`config.mk`:
```
export PLATFORM = sky130hd
export DESIGN_NAME = mem_bus_if
export DESIGN_NICKNAME = d
export VERILOG_FILES = /design/src/rtl/mem_bus_pkg.sv /design/src/rtl/bus_timeout_ctr.sv /design/src/rtl/mem_bus_if.sv
export SDC_FILE = /design/constraint.sdc
export NUM_CORES = 1
export LEC_CHECK = 0
export ABC_AREA = 1
export CAP_MARGIN = 20
export CORE_UTILIZATION = 47
export CTS_CLUSTER_DIAMETER = 80
export CTS_CLUSTER_SIZE = 10
export DETAILED_ROUTE_END_ITERATION = 10
export GPL_TIMING_DRIVEN = 0
export PLACE_DENSITY = 0.79
export REMOVE_ABC_BUFFERS = 1
export SLEW_MARGIN = 30
export SYNTH_ARGS = -nofsm -noshare
export SYNTH_HDL_FRONTEND = slang
export SYNTH_HIERARCHICAL = 1
export SYNTH_SLANG_ARGS = --single-unit
```
`constraint.sdc`:
```
create_clock -name ph2 -period 1.6 [get_ports ph2]
set_input_delay 0.24 -clock ph2 [delete_from_list [all_inputs] [get_ports ph2]]
set_output_delay 0.24 -clock ph2 [all_outputs]
set_load 0.05 [all_outputs]
```
`src/rtl/mem_bus_pkg.sv`:
```
// Shared types and constants for the 6502 memory bus interface.
package mem_bus_pkg;

  typedef enum logic [1:0] {
    StIdle,
    StWait,
    StAccess,
    StResp
  } bus_state_t;

  // Addresses at or above this use the high-region wait count.
  localparam logic [15:0] REGION_SPLIT = 16'h8000;

  // Read data returned to the core when a transaction times out.
  localparam logic [7:0] BUS_ERR_DATA = 8'hFF;

  function automatic logic is_hi_region(input logic [15:0] addr);
    return addr >= REGION_SPLIT;
  endfunction

endpackage

```
`src/rtl/bus_timeout_ctr.sv`:
```
// 8-bit loadable up-counter with synchronous clear/enable and a terminal-count flag.
module bus_timeout_ctr (
  input  logic       clk,
  input  logic       rst,
  input  logic       clr,
  input  logic       load,
  input  logic [7:0] load_val,
  input  logic       en,
  input  logic [7:0] term,
  output logic       tc
);

  logic [7:0] count_q;

  // Count register: clear beats load beats increment.
  always_ff @(posedge clk or posedge rst) begin
    if (rst) begin
      count_q <= 8'h00;
    end else if (clr) begin
      count_q <= 8'h00;
    end else if (load) begin
      count_q <= load_val;
    end else if (en) begin
      count_q <= count_q + 8'h01;
    end
  end

  assign tc = (count_q == term);

endmodule

```
`src/rtl/mem_bus_if.sv`:
```
// Core-to-memory bus bridge: captures each core access, applies region wait states,
// runs a req/ack handshake with timeout, and stalls the core until it completes.
module mem_bus_if
  import mem_bus_pkg::*;
#(
  parameter int unsigned WS_LO   = 0,
  parameter int unsigned WS_HI   = 1,
  parameter int unsigned TIMEOUT = 15
) (
  input  logic        ph2,
  input  logic        reset,
  input  logic [15:0] cpu_addr,
  input  logic [7:0]  cpu_wdata,
  input  logic        cpu_read_en,
  output logic [7:0]  cpu_rdata,
  output logic        cpu_stall,
  output logic [15:0] mem_addr,
  output logic [7:0]  mem_wdata,
  output logic        mem_we,
  output logic        mem_req,
  input  logic        mem_ack,
  input  logic [7:0]  mem_rdata,
  output logic        bus_err
);

  localparam logic [3:0] WsLoCnt = 4'(WS_LO);
  localparam logic [3:0] WsHiCnt = 4'(WS_HI);
  localparam logic [7:0] ToTerm  = 8'(TIMEOUT - 1);

  bus_state_t  state_q, state_d;
  logic [3:0]  wait_q, wait_d;
  logic [15:0] addr_q, addr_d;
  logic [7:0]  wdata_q, wdata_d;
  logic        we_q, we_d;
  logic [7:0]  rdata_q, rdata_d;
  logic        stall_q, stall_d;
  logic        err_q, err_d;
  logic [3:0]  ws_sel;
  logic        to_clr, to_en, to_tc;

  assign ws_sel = is_hi_region(cpu_addr) ? WsHiCnt : WsLoCnt;

  // Timeout counter sits at zero outside ACCESS so every access starts fresh.
  assign to_clr = (state_q != StAccess);
  assign to_en  = (state_q == StAccess);

  bus_timeout_ctr u_timeout_ctr (
    .clk      (ph2),
    .rst      (reset),
    .clr      (to_clr),
    .load     (1'b0),
    .load_val (8'h00),
    .en       (to_en),
    .term     (ToTerm),
    .tc       (to_tc)
  );

  // Next-state, capture and completion logic.
  always_comb begin
    state_d = state_q;
    wait_d  = wait_q;
    addr_d  = addr_q;
    wdata_d = wdata_q;
    we_d    = we_q;
    rdata_d = rdata_q;
    err_d   = err_q;
    unique case (state_q)
      StIdle: begin
        // Every idle edge launches a new access.
        addr_d  = cpu_addr;
        wdata_d = cpu_wdata;
        we_d    = ~cpu_read_en;
        wait_d  = ws_sel;
        state_d = (ws_sel != 4'd0) ? StWait : StAccess;
      end
      StWait: begin
        wait_d = (wait_q != 4'd0) ? wait_q - 4'd1 : 4'd0;
        if (wait_q <= 4'd1) begin
          state_d = StAccess;
        end
      end
      StAccess: begin
        // Ack has priority over a timeout on the same edge.
        if (mem_ack) begin
          state_d = StResp;
          if (!we_q) begin
            rdata_d = mem_rdata;
          end
        end else if (to_tc) begin
          state_d = StResp;
          err_d   = 1'b1;
          if (!we_q) begin
            rdata_d = BUS_ERR_DATA;
          end
        end
      end
      StResp: begin
        state_d = StIdle;
      end
      default: begin
        state_d = StIdle;
      end
    endcase
    stall_d = (state_d != StIdle);
  end

  // State and datapath registers.
  always_ff @(posedge ph2 or posedge reset) begin
    if (reset) begin
      state_q <= StIdle;
      wait_q  <= 4'd0;
      addr_q  <= 16'h0000;
      wdata_q <= 8'h00;
      we_q    <= 1'b0;
      rdata_q <= 8'h00;
      stall_q <= 1'b0;
      err_q   <= 1'b0;
    end else begin
      state_q <= state_d;
      wait_q  <= wait_d;
      addr_q  <= addr_d;
      wdata_q <= wdata_d;
      we_q    <= we_d;
      rdata_q <= rdata_d;
      stall_q <= stall_d;
      err_q   <= err_d;
    end
  end

  assign mem_req   = (state_q == StAccess);
  assign cpu_stall = stall_q;
  assign cpu_rdata = rdata_q;
  assign mem_addr  = addr_q;
  assign mem_wdata = wdata_q;
  assign mem_we    = we_q;
  assign bus_err   = err_q;

endmodule

```
==> results.cfg, run 1 <==
[worst_setup_path]
cp.required_ns = 1.36
path_class = flop to output pin
critPathLaunchType = flop
worstPathArrival_ns = 1.38
cp_max_fo = 6
end_kind = output pin

[placed_design]
gp_congestion = 0.785
detailed_place_hpwl_mm = 3.86
dpl_cell_area_mm2 = 0.00320
place_inst = 446
io_buffers = 71

[final_layout]
instances_no_fill = 465
syn2layout_area_growth_pct = 42.0
final_area_mm2 = 0.00336
n_antenna_cell = 0
layout_common_cells = nand2_1 (132), dfrtp_1 (42), clkdlybuf4s50_1 (35), dlygate4sd2_1 (35)
layout.nets = 434
drive_above_1_share = 0.133
layout_commonest_cell = nand2_1
fin_util = 0.702

[power]
power_leakage_nw = 1.79
power.total_mw = 6.97
ir_drop_mv = 0.808
powerDensity_mw_per_mm2 = 2070

[clock_tree]
clockBufferDepth = 2
cts_made_buffers = 5
clk_latency_ns = 0.30
cts_root_buf = clkbuf_8
cts.sinks = 49
clk_pin_slew_ns = 0.09
cts_tree = done
ctsHoldBuffers = 0
cts_max_level = 2

[synthesis]
synth_edf_count = 0
synth_seq_cells = 49
synth_ff_type = dfrtp_1
synth_area_mm2 = 0.00237
syn_inst = 295
synth.distinct_cells = 30
syn_avg_cell_area_um2 = 8.02
synth_warnings = 6
async_flop_share = 1.00
yosysSeqAreaShare = 0.518

[timing]
hold_viol_final = 0
fin_tns_setup_ns = -0.0174
fin_skew_ns = 0.00430
fmax_ghz = 0.618
finalMaxSlewViolations = 0
period_share = 1.01
post-route-min-period_ns = 1.62
fin_ws_ns = -0.0174
rsz0062_at_grt = yes
worst_pin_slew_ns = 0.596
relSlewSlack = 0.601
setup_violations = 1

[drt]
post_drt_wl_per_cell_um = 12.0
vias_per_cell = 4.58
drt_pass1_iterations = 4
drtAntennaViolNets = 0
routed_wl_mm = 5.58
drt-initial-drc-count = 105
drc = 0
vias = 2129

[die]
die_height_um = 73.0
start_util = 0.495
core.rowCount = 25
io_pins = 72
fp.dieW_um = 73.0
coreArea_mm2 = 0.00479
dieArea_mm2 = 0.00532

[grt]
grt_usage = 0.219
grt_pass1_wl_mm = 8.76
grt_pass1_vias = 1938
antenna_found_initial = 0
grt_start_max_net_pins = 28
grt_overflow = 0

[status]
status = complete, but fails checks
violations = negative setup slack

[job]
max-cap-violations = 0

[min_path]
min_path_type = input port to asynchronous set/reset pin
final cells by class:
| type | instances | area (um^2) |
|---|---|---|
| clock inverter | 2 | 13.8 |
| sequential | 49 | 1230 |
| multi-input combinational | 238 | 1100 |
| timing repair buffer | 83 | 767 |
| fill | 391 | 1430 |
| clock buffer | 6 | 82.6 |
| inverter | 20 | 77.6 |
| tap | 67 | 83.8 |
state kept, by name, indices dropped and copies added, names as in the netlist:
name / cells
mem_we: 1
mem_wdata: 8
wait_q: 4
u_timeout_ctr/count_q: 8
bus_err: 1
cpu_stall: 1
state_q: 2
mem_addr: 16
cpu_rdata: 8
per-stage QoR:
stage	hold WS [ns]	setup slack, ns
final	0.232	-0.0174
after global placement	0.453	-0.497
after global routing	0.277	-0.0913
after CTS	0.240	-0.0199
after detailed placement	0.457	-0.491
after floorplan	0.0557	-0.249
synthesized netlist by cell type, drive strengths merged (2+ instances only):
library cell	count	area (um^2)
buf	6	43.8
xnor2	8	70.1
or2	8	50.1
nand4	3	18.8
nand2	135	519
o21ai	7	38.8
nand3	21	115
dfrtp	49	1230
conb	2	7.51
nor2	26	124
inv	19	71.3
xor2	3	26.3
worst max-delay path, cell delays in order (launching register included):
cell and delay, ns:
dfrtp_2 0.47, inv_1 0.13, nor2_2 0.23, buf_4 0.25
path summary, 6_finish.rpt:
path	from	endpoint	slack [ns]	cells after the start
max in group asynchronous	reset	state_q[1]	0.90	3
min in group ph2	cpu_addr[1]	mem_addr[1]	0.46	3
worst max register to register	state_q[1]	state_q[1]	0.04	3
worst min register to register	bus_err	bus_err	0.47	1
worst max-delay path	state_q[1]	mem_req	-0.02	3
worst min-delay path	reset	bus_err	0.23	2
cells by family after synthesis:
kind of cell               count (synthesis)  synth area share
xor gates and xnor gates                  11            0.0407
AOI/OAI and AO/OA                         12            0.0312
and+or+nand+nor                          193             0.349
other                                      2           0.00317
DFF                                       49             0.518
adders and majority gates                  1           0.00528
buffers and inverters                     27            0.0523
layer usage:
metal	GRT usage	wire length [um]	share of wire
met1	0.281	2520	0.45
met4	0.0741	78	0.014
met3	0.0511	195	0.035
met5	0	0	0
met2	0.367	2790	0.50
where the power goes:
group / total, mW / internal (mW) / switching, mW
sequential: 2.21 / 1.81 / 0.396
clock: 0.767 / 0.351 / 0.416
combinational: 3.99 / 1.15 / 2.84
total: 6.97 / 3.31 / 3.65
repair_timing:
action / in CTS / in global routing
setup buffers: 0 / 11
setup endpoints to repair: 70 / 33
pin swaps: 2 / 4
cloned: 0 / 0
resized for setup: 45 / 10
Power figures use the tool's default switching activity.
==> inputs of run 2 (changes only) <==
--- a/config.mk
+++ b/config.mk
@@ -7,6 +7,7 @@
 export LEC_CHECK = 0
 export ABC_AREA = 1
 export CAP_MARGIN = 20
+export CORE_ASPECT_RATIO = 1.2
 export CORE_UTILIZATION = 47
 export CTS_CLUSTER_DIAMETER = 80
 export CTS_CLUSTER_SIZE = 10
==> results.cfg, run 2 (synthesis results as in run 1) <==
[worst_setup_path]
cpLargestDelayFamily = flip-flops
crit_buf_inv = 2
cp.depth = 3
cp_max_fo = 7
crit_path_max_incr_delay_ns = 0.48
path_cells = inv_1, nor2_4, buf_4
ff2ff_path_depth = 8
cp_slowest_cell = dfrtp_2
worstPathArrival_ns = 1.29
cp.required_ns = 1.36
critPathLaunchType = flop
end_kind = output pin
path_class = flop to output pin

[final_layout]
layout_common_cells = nand2_1 (132), dfrtp_1 (44), clkdlybuf4s50_1 (35), dlygate4sd2_1 (35), conb_1 (21)
drive_above_1_share = 0.114
syn2layout_area_growth_pct = 39.5
layout.nets = 430
instances_no_fill = 452
fillers = 415
n_antenna_cell = 0
layout_commonest_cell = nand2_1
largest_register_ffs = 16

[clock_tree]
cts_made_buffers = 5
clk_latency_ns = 0.30
clockBufferDepth = 2
cts_root_buf = clkbuf_8
ctsHoldBuffers = 0
cts_tree = done
cts_max_level = 2
cts.sinks = 49
clk_pin_slew_ns = 0.09

[grt]
gr-usage-met3 = 0.0414
grt_pass1_vias = 1955
antenna_found_initial = 0
grt_overflow = 0
grt.met1_usage = 0.249
top_usage_layer = met2
grt_usage = 0.213
met2_usage = 0.369
grt_pass1_wl_mm = 8.49
grt_start_max_net_pins = 31

[die]
fp.dieW_um = 66.8
coreArea_mm2 = 0.00473
start_util = 0.501
die_height_um = 79.7
io_pins = 72
core.rowCount = 27
dieArea_mm2 = 0.00533

[drt]
drt-initial-drc-count = 87
routed_wl_mm = 5.41
drt_pass1_iterations = 4
vias = 2134
drc = 0
drtAntennaViolNets = 0
vias_per_cell = 4.72
post_drt_wl_per_cell_um = 12.0

[timing]
fin_tns_setup_ns = 0
relSlewSlack = 0.637
hold_viol_final = 0
fmax_ghz = 0.655
fin_hold_ws_ns = 0.225
fin_skew_ns = 0.00207
worst_pin_slew_ns = 0.544
finalMaxSlewViolations = 0
fin_ws_ns = 0.0736
post-route-min-period_ns = 1.53
setup_violations = 0
period_share = 0.954

[min_path]
min_path_type = input port to asynchronous set/reset pin

[job]
max-cap-violations = 0

[power]
powerDensity_mw_per_mm2 = 2060
ir_drop_mv = 1.14
power.total_mw = 6.82
power_leakage_nw = 1.75

[status]
status = finished, final reports clean

[placed_design]
place_inst = 437
gp_congestion = 0.786
place_ws_ns = -0.373
detailed_place_hpwl_mm = 3.81
io_buffers = 71
## run 2: what timing repair did
item | 4_1_cts | 5_1_grt
setup endpoints to repair | 63 | 39
hold endpoints to repair | 0 | 0
gates resized for setup | 43 | 10
gates cloned | 0 | 1
pin swaps | 2 | 3
setup buffers | 0 | 6
## run 2: worst register-to-register path, cell delays in order, from the launching register on
cell     delay [ns]
dfrtp_1        0.45
xnor2_1        0.19
nand4_1        0.12
nor2_2         0.15
nor2_2         0.08
nor2_8         0.16
buf_4          0.15
nand3_1        0.07
nand2_1        0.07
## run 2: cell type report
cell class                 instances  area, um^2  area share
sequential                        49        1230       0.373
multi-input combinational        239        1110       0.335
timing repair buffer              78         729       0.221
inverter                          20        77.6      0.0235
clock buffer                       7        76.3      0.0231
tap                               58        72.6      0.0220
clock inverter                     1        7.51     0.00227
## run 2: path summary, 6_finish.rpt
| check | start | to | slack [ns] |
|---|---|---|---|
| setup / recovery | state_q[1] | mem_req | 0.07 |
| hold / removal | reset | mem_wdata[1] | 0.23 |
| setup reg to reg | u_timeout_ctr/count_q[0] | cpu_rdata[5] | 0.11 |
| hold reg to reg | mem_wdata[4] | mem_wdata[4] | 0.47 |
| max in group asynchronous | reset | state_q[1] | 0.91 |
| min in group ph2 | mem_wdata[4] | mem_wdata[4] | 0.47 |
## run 2: metal layers
metal | vias up | wire length (um)
met5 | - | 0
met1 | 992 | 2170
met4 | 0 | 148
li1 | 1081 | -
met3 | 12 | 202
met2 | 49 | 2890
## run 2: stage by stage
step | util | cell area, um^2
global placement | 0.671 | 3170
global route | 0.698 | 3300
floorplan | - | 2390
CTS | 0.684 | 3240
finish | 0.698 | 3300
detailed placement | 0.675 | 3190
## run 2: report_power, final
group	total [mW]	switching [mW]	internal, mW	leakage [nW]
clock network	0.713	0.403	0.310	0.0385
registers	2.23	0.418	1.81	0.604
logic	3.88	2.78	1.10	1.11
total	6.82	3.60	3.22	1.75
==> inputs of run 3 (changes only) <==
--- a/config.mk
+++ b/config.mk
@@ -8,13 +8,15 @@
 export ABC_AREA = 1
 export CAP_MARGIN = 20
 export CORE_ASPECT_RATIO = 1.2
-export CORE_UTILIZATION = 47
+export CORE_UTILIZATION = 45
 export CTS_CLUSTER_DIAMETER = 80
 export CTS_CLUSTER_SIZE = 10
 export DETAILED_ROUTE_END_ITERATION = 10
+export GPL_ROUTABILITY_DRIVEN = 1
 export GPL_TIMING_DRIVEN = 0
-export PLACE_DENSITY = 0.79
+export PLACE_DENSITY = 0.76
 export REMOVE_ABC_BUFFERS = 1
+export SETUP_SLACK_MARGIN = 0.5
 export SLEW_MARGIN = 30
 export SYNTH_ARGS = -nofsm -noshare
 export SYNTH_HDL_FRONTEND = slang
==> results.cfg, run 3 (synthesis results as in run 1) <==
[clock_tree]
cts_made_buffers = 5
ctsHoldBuffers = 0
clockBufferDepth = 2
clk_latency_ns = 0.31
cts_max_level = 2
clk_pin_slew_ns = 0.09
cts_tree = done
cts_root_buf = clkbuf_8
cts.sinks = 49

[timing]
rsz0062_at_grt = yes
hold_viol_final = 0
post-route-min-period_ns = 1.54
setup_violations = 0
fin_tns_setup_ns = 0
period_share = 0.960
fmax_ghz = 0.651
finalMaxSlewViolations = 0
fin_skew_ns = 0.0101

[status]
status = finished, final reports clean

[grt]
grt.met1_usage = 0.278
grt_pass1_wl_mm = 10.2
grt_pass1_vias = 2255
grt_start_max_net_pins = 31
antenna_found_initial = 0
top_usage_layer = met2
met2_usage = 0.450
grt_usage = 0.249
gr-usage-met3 = 0.0500
grt_overflow = 0

[final_layout]
layout.nets = 475
syn2layout_area_growth_pct = 70.9
instances_no_fill = 499
drive_above_1_share = 0.353
layout_common_cells = nand2_1 (120), buf_6 (46), dfrtp_1 (43)
n_antenna_cell = 0
seq_area_mm2 = 0.00123
fillers = 307
multi_input_area_mm2 = 0.00128
largest_register_ffs = 16
layout_commonest_cell = nand2_1

[worst_setup_path]
cp_max_fo = 8
worstPathArrival_ns = 1.73
cp.required_ns = 1.80
critPathLaunchType = flop
end_kind = flop
path_class = flop to flop

[drt]
drtAntennaViolNets = 0
vias = 2473
vias_per_cell = 4.96
routed_wl_mm = 7.51
drt-initial-drc-count = 135
post_drt_wl_per_cell_um = 15.1
drc = 0
drt_pass1_iterations = 4

[placed_design]
detailed_place_hpwl_mm = 3.68
place_inst = 439
io_buffers = 71
gp_congestion = 0.796

[power]
seqPwrFrac = 0.247
p_comb_frac = 0.638
power_leakage_nw = 2.07
powerDensity_mw_per_mm2 = 2300
internal-power_mw = 4.89
power.switching_mw = 4.41
power_frac_clock = 0.115
ir_drop_mv = 1.17
swShare = 0.474
power.total_mw = 9.31

[die]
coreArea_mm2 = 0.00501
start_util = 0.473
dieArea_mm2 = 0.00556
fp.dieW_um = 68.2
core.rowCount = 28
io_pins = 72
die_height_um = 81.5

[min_path]
min_path_type = input port to asynchronous set/reset pin

[job]
max-cap-violations = 0
-- run 3: path summary, 6_finish.rpt --
| kind | from | to | slack (ns) | depth (start not counted) |
|---|---|---|---|---|
| worst max-delay path | u_timeout_ctr/count_q[7] | cpu_rdata[2] | 0.06 | 8 |
| worst min-delay path | reset | u_timeout_ctr/count_q[5] | 0.22 | 2 |
| worst max register to register | u_timeout_ctr/count_q[7] | cpu_rdata[2] | 0.06 | 8 |
| worst min register to register | cpu_rdata[5] | cpu_rdata[5] | 0.50 | 2 |
| max in group asynchronous | reset | cpu_rdata[5] | 0.92 | 3 |
| min in group ph2 | cpu_addr[0] | mem_addr[0] | 0.45 | 3 |
-- run 3: power by group through the flow --
| stage | registers [mW] | logic (mW) | clock network (mW) |
|---|---|---|---|
| after floorplan | 3.71 | 1.26 | 0 |
| after global placement | 2.24 | 4.00 | 0 |
| after detailed placement | 2.26 | 4.06 | 0 |
| final | 2.30 | 5.94 | 1.07 |
| after global routing | 2.34 | 6.30 | 1.15 |
| after CTS | 2.25 | 5.22 | 1.09 |
-- run 3: metal layers --
layer	vias up	wire length [um]
li1	1170	-
met1	1171	2720
met2	95	4060
met3	37	329
met4	0	397
met5	-	0
-- run 3: area by class of cell --
type	count	share of cell area
multi-input cells	240	0.315
flip-flops and latches	49	0.305
repair buffers	122	0.302
inverters	20	0.0251
well taps	60	0.0186
clock buffers	5	0.0170
clock inverters	3	0.0170
-- run 3: timing repair --
action / in CTS / in global routing
buffers inserted: 31 / 19
setup endpoints to repair: 84 / 83
pin swaps: 35 / 15
gates cloned: 2 / 0
gates resized for setup: 301 / 26
-- run 3: critical path, stage by stage (launching register included) --
cell,delay (ns)
dfrtp_1,0.42
xnor2_1,0.15
nand4_1,0.16
nor2_2,0.21
nor2_4,0.09
nor2_8,0.12
nand2_4,0.10
nand2_1,0.10
nand2_1,0.06
-- run 3: per-stage QoR --
stage	setup WS (ns)	hold WS (ns)	area [um^2]	util
after floorplan	-0.249	0.0557	2390	-
after global placement	-0.545	0.452	3180	0.634
after detailed placement	-0.425	0.458	3200	0.638
after CTS	0.203	0.224	3820	0.762
after global routing	-0.00169	0.227	4050	0.807
final	0.0642	0.221	4050	0.807
